**config.mk**
```make
export PLATFORM = sky130hd
export DESIGN_NAME = mem_stage
export DESIGN_NICKNAME = d
export VERILOG_FILES = /design/src/rtl/mem_stage.sv
export SDC_FILE = /design/constraint.sdc
export NUM_CORES = 1
export LEC_CHECK = 0
export CAP_MARGIN = 20
export CORE_AREA = 5 5 186 188
export CTS_BUF_LIST = sky130_fd_sc_hd__clkbuf_4
export DETAILED_ROUTE_END_ITERATION = 16
export DIE_AREA = 0 0 191 193
export GPL_ROUTABILITY_DRIVEN = 0
export HOLD_SLACK_MARGIN = 0.02
export MAX_ROUTING_LAYER = met4
export PLACE_DENSITY = 0.74
export SYNTH_ARGS = -nofsm -noshare
export SYNTH_HDL_FRONTEND = slang
export SYNTH_SLANG_ARGS = --single-unit
```
**constraint.sdc**
```tcl
create_clock -name clk -period 5.1 [get_ports clk]
set_input_delay 0.765 -clock clk [delete_from_list [all_inputs] [get_ports clk]]
set_output_delay 0.765 -clock clk [all_outputs]
set_load 0.1 [all_outputs]
```
**src/rtl/mem_stage.sv**
```systemverilog
// ---------------------------------------------------------------------------
// mem_stage
//
// RV32I memory stage. Takes the ex_mem pipeline register, performs a load or
// store on a req/ack data bus and produces the mem_wb register for writeback.
// Non-memory instructions pass straight through in one cycle. While a bus
// access is outstanding, or its result cannot be handed to writeback, the
// stage holds upstream by keeping rdy low.
//
// Ports
//   clk, rst     clock; synchronous active-high reset
//   en           stage enable; low kills the slot (no new request, valid=0)
//   next_rdy     writeback stage can accept mem_wb
//   ex_mem       input pipeline register (held stable while rdy=0)
//   dmem_*       data bus: req/we/addr/be/wdata out, ack/rdata/err in
//   mem_wb       output pipeline register
//   rdy          stage can accept the next ex_mem
// ---------------------------------------------------------------------------

package core;

    localparam logic [6:0] OPC_LOAD  = 7'b0000011;
    localparam logic [6:0] OPC_STORE = 7'b0100011;

    typedef struct packed {
        logic [6:0]  opcode;
        logic [2:0]  funct3;
        logic [4:0]  rd;
        logic [4:0]  rs1;
        logic [4:0]  rs2;
        logic [31:0] imm;
    } de_inst_t;

    typedef struct packed {
        logic [31:0] pc;
        logic [31:0] inst;
        de_inst_t    de_inst;
        logic [31:0] rs1_value;
        logic [31:0] rs2_value;
        logic [31:0] ex_result;
        logic        valid;
    } ex_mem_t;

    typedef struct packed {
        logic [31:0] pc;
        logic [31:0] inst;
        de_inst_t    de_inst;
        logic [31:0] wb_value;
        logic        fault;
        logic        valid;
    } mem_wb_t;

    localparam mem_wb_t mem_wb_rst = '0;

endpackage

module mem_stage #(
    parameter int unsigned TIMEOUT_CYCLES = 255
) (
    input  logic          clk,
    input  logic          rst,
    input  logic          en,
    input  logic          next_rdy,
    input  core::ex_mem_t ex_mem,
    output logic          dmem_req,
    output logic          dmem_we,
    output logic [31:0]   dmem_addr,
    output logic [3:0]    dmem_be,
    output logic [31:0]   dmem_wdata,
    input  logic          dmem_ack,
    input  logic [31:0]   dmem_rdata,
    input  logic          dmem_err,
    output core::mem_wb_t mem_wb,
    output logic          rdy
);

    localparam int CNT_W = $clog2(TIMEOUT_CYCLES + 1);
    localparam logic [CNT_W-1:0] CNT_LIMIT = CNT_W'(TIMEOUT_CYCLES);

    localparam logic [1:0] S_IDLE = 2'd0;
    localparam logic [1:0] S_WAIT = 2'd1;
    localparam logic [1:0] S_HOLD = 2'd2;

    logic [1:0]       state_q;
    logic [CNT_W-1:0] cnt_q;
    logic             live_q;       // en has stayed high since the access was issued
    logic [31:0]      hold_rdata_q;
    logic             hold_err_q;
    logic             hold_to_q;

    // ---------------- decode ----------------
    logic [31:0] addr;
    logic [1:0]  size;
    logic        is_load;
    logic        is_store;
    logic        mem_op;
    logic        misaligned;

    assign addr       = ex_mem.rs1_value + ex_mem.de_inst.imm;
    assign size       = ex_mem.de_inst.funct3[1:0];
    assign is_load    = ex_mem.de_inst.opcode == core::OPC_LOAD;
    assign is_store   = ex_mem.de_inst.opcode == core::OPC_STORE;
    assign mem_op     = ex_mem.valid && (is_load || is_store);
    // funct3[1:0]=2'b11 is not a legal RV32I size; it is treated as a word.
    assign misaligned = (size == 2'b01 && addr[0]) ||
                        (size[1] && addr[1:0] != 2'b00);

    // ---------------- bus outputs ----------------
    assign dmem_we   = is_store;
    assign dmem_addr = {addr[31:2], 2'b00};

    always_comb begin
        // NOTE: every always_comb output gets a default first, so no path can leave it unassigned and infer a latch.
        dmem_be    = 4'hF;
        dmem_wdata = ex_mem.rs2_value;
        case (size)
            2'b00: begin
                dmem_be    = 4'b0001 << addr[1:0];
                dmem_wdata = {4{ex_mem.rs2_value[7:0]}};
            end
            2'b01: begin
                dmem_be    = 4'b0011 << addr[1:0];
                dmem_wdata = {2{ex_mem.rs2_value[15:0]}};
            end
            default: ;
        endcase
    end

    always_comb begin
        dmem_req = 1'b0;
        if (!rst) begin
            case (state_q)
                S_IDLE:  dmem_req = en && mem_op && !misaligned;
                S_WAIT:  dmem_req = 1'b1;
                default: dmem_req = 1'b0;
            endcase
        end
    end

    // ---------------- completion ----------------
    // An ack at the limit count wins over the timeout.
    logic timeout;
    logic access_end;
    logic complete;

    assign timeout    = (state_q == S_WAIT) && !dmem_ack && (cnt_q == CNT_LIMIT);
    assign access_end = (state_q == S_WAIT) && (dmem_ack || timeout);

    always_comb begin
        complete = 1'b0;
        case (state_q)
            S_IDLE:  complete = en && mem_op && next_rdy && (misaligned || (dmem_req && dmem_ack));
            S_WAIT:  complete = next_rdy && access_end;
            S_HOLD:  complete = next_rdy;
            default: complete = 1'b0;
        endcase
    end

    assign rdy = !rst && en && next_rdy && (!mem_op || complete);

    function automatic logic [31:0] load_extract(input logic [31:0] word,
                                                 input logic [1:0]  ofs,
                                                 input logic [2:0]  f3);
        logic [31:0] shifted;
        shifted = word >> {ofs, 3'b000};
        case (f3)
            3'b000:  load_extract = {{24{shifted[7]}},  shifted[7:0]};
            3'b001:  load_extract = {{16{shifted[15]}}, shifted[15:0]};
            3'b100:  load_extract = {24'h0, shifted[7:0]};
            3'b101:  load_extract = {16'h0, shifted[15:0]};
            default: load_extract = word;
        endcase
    endfunction

    // Result of the access completing now: live bus values, or the hold buffer.
    logic [31:0]   rdata_sel;
    logic          err_sel;
    logic          to_sel;
    logic          fault_c;
    core::mem_wb_t wb_next;

    always_comb begin
        rdata_sel = (state_q == S_HOLD) ? hold_rdata_q : dmem_rdata;
        err_sel   = (state_q == S_HOLD) ? hold_err_q   : (dmem_req && dmem_ack && dmem_err);
        to_sel    = (state_q == S_HOLD) ? hold_to_q    : timeout;
        fault_c   = misaligned || err_sel || to_sel;

        wb_next          = core::mem_wb_rst;
        wb_next.pc       = ex_mem.pc;
        wb_next.inst     = ex_mem.inst;
        wb_next.de_inst  = ex_mem.de_inst;
        if (mem_op || state_q != S_IDLE) begin
            wb_next.wb_value = (fault_c || is_store) ? 32'h0
                             : load_extract(rdata_sel, addr[1:0], ex_mem.de_inst.funct3);
            wb_next.fault    = fault_c;
            wb_next.valid    = en && (state_q == S_IDLE || live_q);
        end else begin
            wb_next.wb_value = ex_mem.ex_result;
            wb_next.fault    = 1'b0;
            wb_next.valid    = en && ex_mem.valid;
        end
    end

    logic pass_through;
    logic bubble;

    assign pass_through = (state_q == S_IDLE) && !mem_op && next_rdy;
    assign bubble       = next_rdy && (state_q != S_HOLD) && !complete && !pass_through;

    // ---------------- state ----------------
    always_ff @(posedge clk) begin
        // NOTE: registered state uses non-blocking assignments so every flop samples pre-edge values.
        if (rst) begin
            state_q <= S_IDLE;
            cnt_q   <= '0;
            live_q  <= 1'b0;
            mem_wb  <= core::mem_wb_rst;
        end else begin
            case (state_q)
                S_IDLE: begin
                    if (dmem_req) begin
                        live_q <= 1'b1;
                        if (!dmem_ack) begin
                            state_q <= S_WAIT;
                            cnt_q   <= CNT_W'(1);
                        end else if (!next_rdy) begin
                            state_q <= S_HOLD;
                        end
                    end
                end
                S_WAIT: begin
                    if (!en) live_q <= 1'b0;
                    if (access_end) begin
                        cnt_q   <= '0;
                        state_q <= next_rdy ? S_IDLE : S_HOLD;
                    end else begin
                        cnt_q <= cnt_q + CNT_W'(1);
                    end
                end
                S_HOLD: begin
                    if (!en) live_q <= 1'b0;
                    if (next_rdy) state_q <= S_IDLE;
                end
                default: state_q <= S_IDLE;
            endcase

            if (complete || pass_through) begin
                mem_wb <= wb_next;
            end else if (bubble) begin
                mem_wb.valid <= 1'b0;
            end
        end
    end

    // Hold buffer: captures the bus result when writeback is not ready.
    // NOTE: pure data registers without reset; they are only read in HOLD, which always follows a capture.
    always_ff @(posedge clk) begin
        if ((state_q == S_IDLE && dmem_req && dmem_ack && !next_rdy) ||
            (access_end && !next_rdy)) begin
            hold_rdata_q <= dmem_rdata;
            hold_err_q   <= dmem_ack && dmem_err;
            hold_to_q    <= timeout;
        end
    end

endmodule

```
# [Yosys cells after proc, flatten, opt, wreduce, memory -nomap -nowiden]
# Index checks and enable logic that the tools add are counted.
[word_totals] regBits=200 inputBits=256 out_inout_bits=226 wordCells=124
[op_classes] add_sub_neg=2 eq_ne=16 shift=3 mux=27 n_reduce_logical=59
[ops] op="case mux 32 bit (4 select lines)" count=1
[ops] op="two-way mux 32 bit" count=2
[ops] op="case mux 32 bit (2 select lines)" count=1
[ops] op="two-way mux 34 bit" count=1
[ops] op="adder 32 bit" count=1
[ops] op=">> shifter 32 x 5 -> 16 bit" count=1
[ops] op="logical AND 1 bit" count=28
[ops] op="two-way mux 8 bit" count=3
[ops] op="case mux 8 bit (2 select lines)" count=1
[ops] op="logical OR 1 bit" count=12
[ops] op="two-way mux 2 bit" count=6
[ops] op="inequality test 2 bit, second input constant" count=6
[ops] op="nonzero test 2 bit" count=5
[ops] op="adder 8 x 1 -> 8 bit, second input constant" count=1
[ops] op="equality test 8 bit, second input constant" count=1
[ops] op="case mux 4 bit (2 select lines)" count=1
[ops] op="equality test 7 x 2 -> 1 bit, second input constant" count=1
[ops] op="equality test 7 x 6 -> 1 bit, second input constant" count=1
[ops] op="logical NOT 1 bit" count=7
[ops] op="two-way mux 1 bit" count=7
[ops] op="equality test 3 bit, second input constant" count=2
[ops] op="case mux 2 bit (3 select lines)" count=1
[ops] op="AND reduction 3 bit" count=2
[ops] op="equality test 2 x 1 -> 1 bit, second input constant" count=2
[ops] op="11 further kinds" count=13

# [Longest topological paths before layout]
[depth] depth_word=17 mapped_depth=14 ltp_nobuf=11

# [Worst setup path before layout]
# No wires, ideal clock.
[synth_path] kind="input to register" from="in ex_mem[65] (netlist name)" to="reg hold_err_q (enable)" setup_ps=436 t_arrival_ps=5490 required_ps=4664 slack_ps=-827 cell_stages=9 n_path_buf=0 path_cell_list="ha_1 > inv_1 > fa_1 > nor2b_2 > a2bb2oi_1 > a41o_1 > nor2b_1 > nand3_1 > a21oi_1"
[synth_via] elab_chain_cells=12 elab_cells_between_ends=13 classes_between="add/sub: 1; mux: 2; reduce/logical: 10"
[synth_rtl] item="start, declared" line_no="64" source="input core::ex_mem_t ex_mem,"
[synth_rtl] item="adder 32 bit (*)" line_no="99" source="assign addr = ex_mem.rs1_value + ex_mem.de_inst.imm;"
[synth_rtl] item="nonzero test 2 bit" line_no="106" source="(size[1] && addr[1:0] != 2'b00);"
[synth_rtl] item="logical AND 1 bit" line_no="106"
[synth_rtl] item="logical OR 1 bit (*)" line_no="105" source="assign misaligned = (size == 2'b01 && addr[0]) ||"
[synth_rtl] item="logical NOT 1 bit (*)" line_no="133" source="S_IDLE: dmem_req = en && mem_op && !misaligned;"
[synth_rtl] item="logical AND 1 bit (*)" line_no="133"
[synth_rtl] item="case mux 1 bit (2 select lines) (*)" line_no="132" source="case (state_q)"
[synth_rtl] item="two-way mux 1 bit (*)" line_no="131" source="if (!rst) begin"
[synth_rtl] item="via dmem_req" line_no="65" source="output logic dmem_req,"
[synth_rtl] item="logical AND 1 bit (*) (3 in a row)" line_no="258" source="if ((state_q == S_IDLE && dmem_req && dmem_ack && !next_rdy) ||"
[synth_rtl] item="logical OR 1 bit (*)" line_no="258"
[synth_rtl] item="end signal, assigned" line_no="261" source="hold_err_q <= dmem_ack && dmem_err;"
[synth_rtl] item="end, declared" line_no="88" source="logic hold_err_q;"
# Mark *: on every way through the listed nets, which the timed path passes. The rest lies on a longest branch.
# A chain may end at the register's enable or synchronous reset.

# [Worst setup path in the final report]
[layout_path] from="in ex_mem[97] (netlist name)" to="out dmem_addr[30]"
[layout_via] elab_chain_cells=1
[layout_rtl] item="adder 32 bit" line_no="99"
[layout_rtl] item="end, declared" line_no="67" source="output logic [31:0] dmem_addr,"
# Every way passes these cells.

==> results.ini <==
[timing]
rsz0062_at_grt = false
finalHoldViolCount = 0
worst_slack_ps = 367.7
holdWs_ps = 462.3
finalClockSkew_ps = 29.31
max_clock_freq_ghz = 0.2113
fin_crit_sh_pct = 92.79
layout_min_cycle_time_ps = 4732
fin_tns_setup_ps = 0
tightest_slew_ps = 1080
setup_viol = 0
slew_viol_final = 0
slew_headroom_pct = 27.80

[logic_synthesis]
synth-edff-count = 34
ys_warn_count = 0
synth_seq_area_share_pct = 42.03
synth_area_leaders = dfxtp_1, nand2_1, edfxtp_1
async_flop_share_pct = 0
ys.flop_type = dfxtp_1
ys_ff_latch = 200
synth.largest_area_cell = dfxtp_1
syn_area_um2 = 10340
synth_most_common_cell = nand2_1
syn_inst = 1247
synth_commonest_cells = nand2_1, dfxtp_1, a21oi_1
ys_types = 64
avgSynthCellArea_um2 = 8.289
synth_top_area_share_pct = 32.15

[run]
maxCapViolCount = 0

[floorplan]
die_w_um = 191
die_height_um = 193
dieArea_um2 = 36860
core_um2 = 32950
start_util_pct = 31.37
io_pins = 482
rows = 67

[clock_network]
clock_sinks = 200
numCtsBuffers = 17
htreeDepth = 4
cts_buffer_depth = 2
cts_setup_buffers = 0
clock_tree.root_cell = clkbuf_4
cts_tree = built
holdBufCountCts = 0
insertion_delay_ps = 620
clkTransAtPathRegs_ps = 150
cts_resized = 0

[global_route]
overflow = 0
grt_max_degree = 131
grt_pass1_wl_um = 58690
antenna_found_initial = 9
grt_pass1_vias = 10257
track_usage_pct = 21.04

[cells_and_area]
syn2layout_area_growth_pct = 53.56
instances_no_fill = 2139
nets = 1962
fin_area_um2 = 15870
fin_util_pct = 48.18
n_fill_cell = 3171
layout-drive-gt1-share_pct = 8.026

[worst_setup_path]
max_stage_delay_ps = 500
crit_chain = clkdlybuf4s50_1 > ha_1 > inv_1 > fa_1 > nand2b_1 > a21oi_1 > o21ai_1 > a31o_2 > a21oi_1 > o21a_1 > o31ai_1 > a311o_1 > buf_12
startpoint_type = input port
worstPathMaxFanout = 4
endpoint_kind = primary output
required_ps = 4340
cp_common_cell = a21oi_1
crit_type = input port to primary output
worstPathArrival_ps = 3970
slowest_stage = clkdlybuf4s50_1

[placement]
portBuffers = 479
place.detailed.hpwl_um = 30550
pre_cts_ws_ps = 385.3
place_area_um2 = 15550
dp.cells = 2098

[power]
power.leakage_nw = 5.955
powerDensity_nw_per_um2 = 462.7
max-vdd-ir-drop_mv = 0.3429
finalPower_mw = 7.344

[route]
ant_nets = 0
drtIter0Drc = 521
wl_per_cell_um = 18.75
via_per_inst = 4.981
vias = 10655
dr.pass1.iters = 5
drc = 0
totalWireLength_um = 40100

[status]
status = finished clean

[hold_path]
hold_path.class = register to register

## cells in the final DEF (no fill, tap or decap), types with 4 or more instances in the layout
cell type / n
o21ai_0: 72
xor2_1: 7
diode_2: 9
a311oi_1: 24
and2_1: 4
nor2b_1: 7
a21o_1: 24
nand4_1: 5
buf_4: 48
o21ai_1: 5
clkdlybuf4s50_1: 424
nand2b_1: 4
a211oi_1: 18
edfxtp_1: 34
o21a_1: 7
dfxtp_1: 166
a211o_1: 10
xnor2_1: 19
mux2i_1: 58
buf_12: 19
ha_1: 35
mux2_2: 17
o211ai_1: 8
nand2_1: 295
clkbuf_4: 18
nor2_1: 66
a21oi_1: 163
nand3_1: 10
and3_1: 5
inv_1: 18
a221oi_1: 10
nor3_1: 14
## cells by family (layout without fill, tap and decap cells)
family	count (synthesis)	count (layout)	share of synthesized area, %
and+or+nand+nor	425	425	16.97
other	1	11	0.03628
xor gates and xnor gates	26	26	2.203
DFF	200	200	42.03
muxes	75	75	7.469
buffers and inverters	111	545	4.769
AOI/OAI and AO/OA	372	372	21.97
adders and majority gates	37	37	4.551
## sequential cells by signal, summed over array words and instances (netlist names)
name / count
live_q: 1
hold_err_q: 1
hold_rdata_q: 32
mem_wb: 155
state_q: 2
cnt_q: 8
hold_to_q: 1
## report_power, final
group / switching [mW] / leakage (nW) / internal, mW / total, mW
registers: 0.125 / 1.67 / 1.85 / 1.97
logic: 3.28 / 4.13 / 1.20 / 4.48
clock network: 0.618 / 0.155 / 0.270 / 0.888
## worst paths after layout
check                                             start                 endpoint  slack (ps)  cells after the start
worst max-delay path                         ex_mem[97]            dmem_addr[30]         370                     13
worst min-delay path            mem_wb[57]$_SDFFE_PP0P_  mem_wb[57]$_SDFFE_PP0P_         460                      2
worst max register to register  state_q[0]$_SDFFE_PP0P_  mem_wb[24]$_SDFFE_PP0P_        1580                     10
worst min register to register  mem_wb[57]$_SDFFE_PP0P_  mem_wb[57]$_SDFFE_PP0P_         460                      2
## metal layers
layer / share of wire, % / wire [um] / GRT usage (%)
met2: 47 / 18910 / 33.20
met3: 7.1 / 2830 / 5.095
met5: 0 / 0 / -
met1: 42 / 16750 / 25.70
met4: 4.0 / 1605 / 9.503
## cell type report
class	instances	area (um2)	area share, %
repair buffers	494	5029	31.68
flip-flops and latches	200	4344	27.37
multi-input cells	937	5550	34.97
diodes	9	22.52	0.1419
inverters	19	71.32	0.4493
clock inverters	14	160.2	1.009
well taps	448	560.5	3.531
clock buffers	18	135.1	0.8513
## critical path, delay by kind of cell
kind / cells / cell delay (ps)
compound gates: 7 / 1650
fa+ha+maj: 2 / 610
simple gates: 1 / 180
buf+inv: 3 / 770
(Power assumes the default switching activity.)
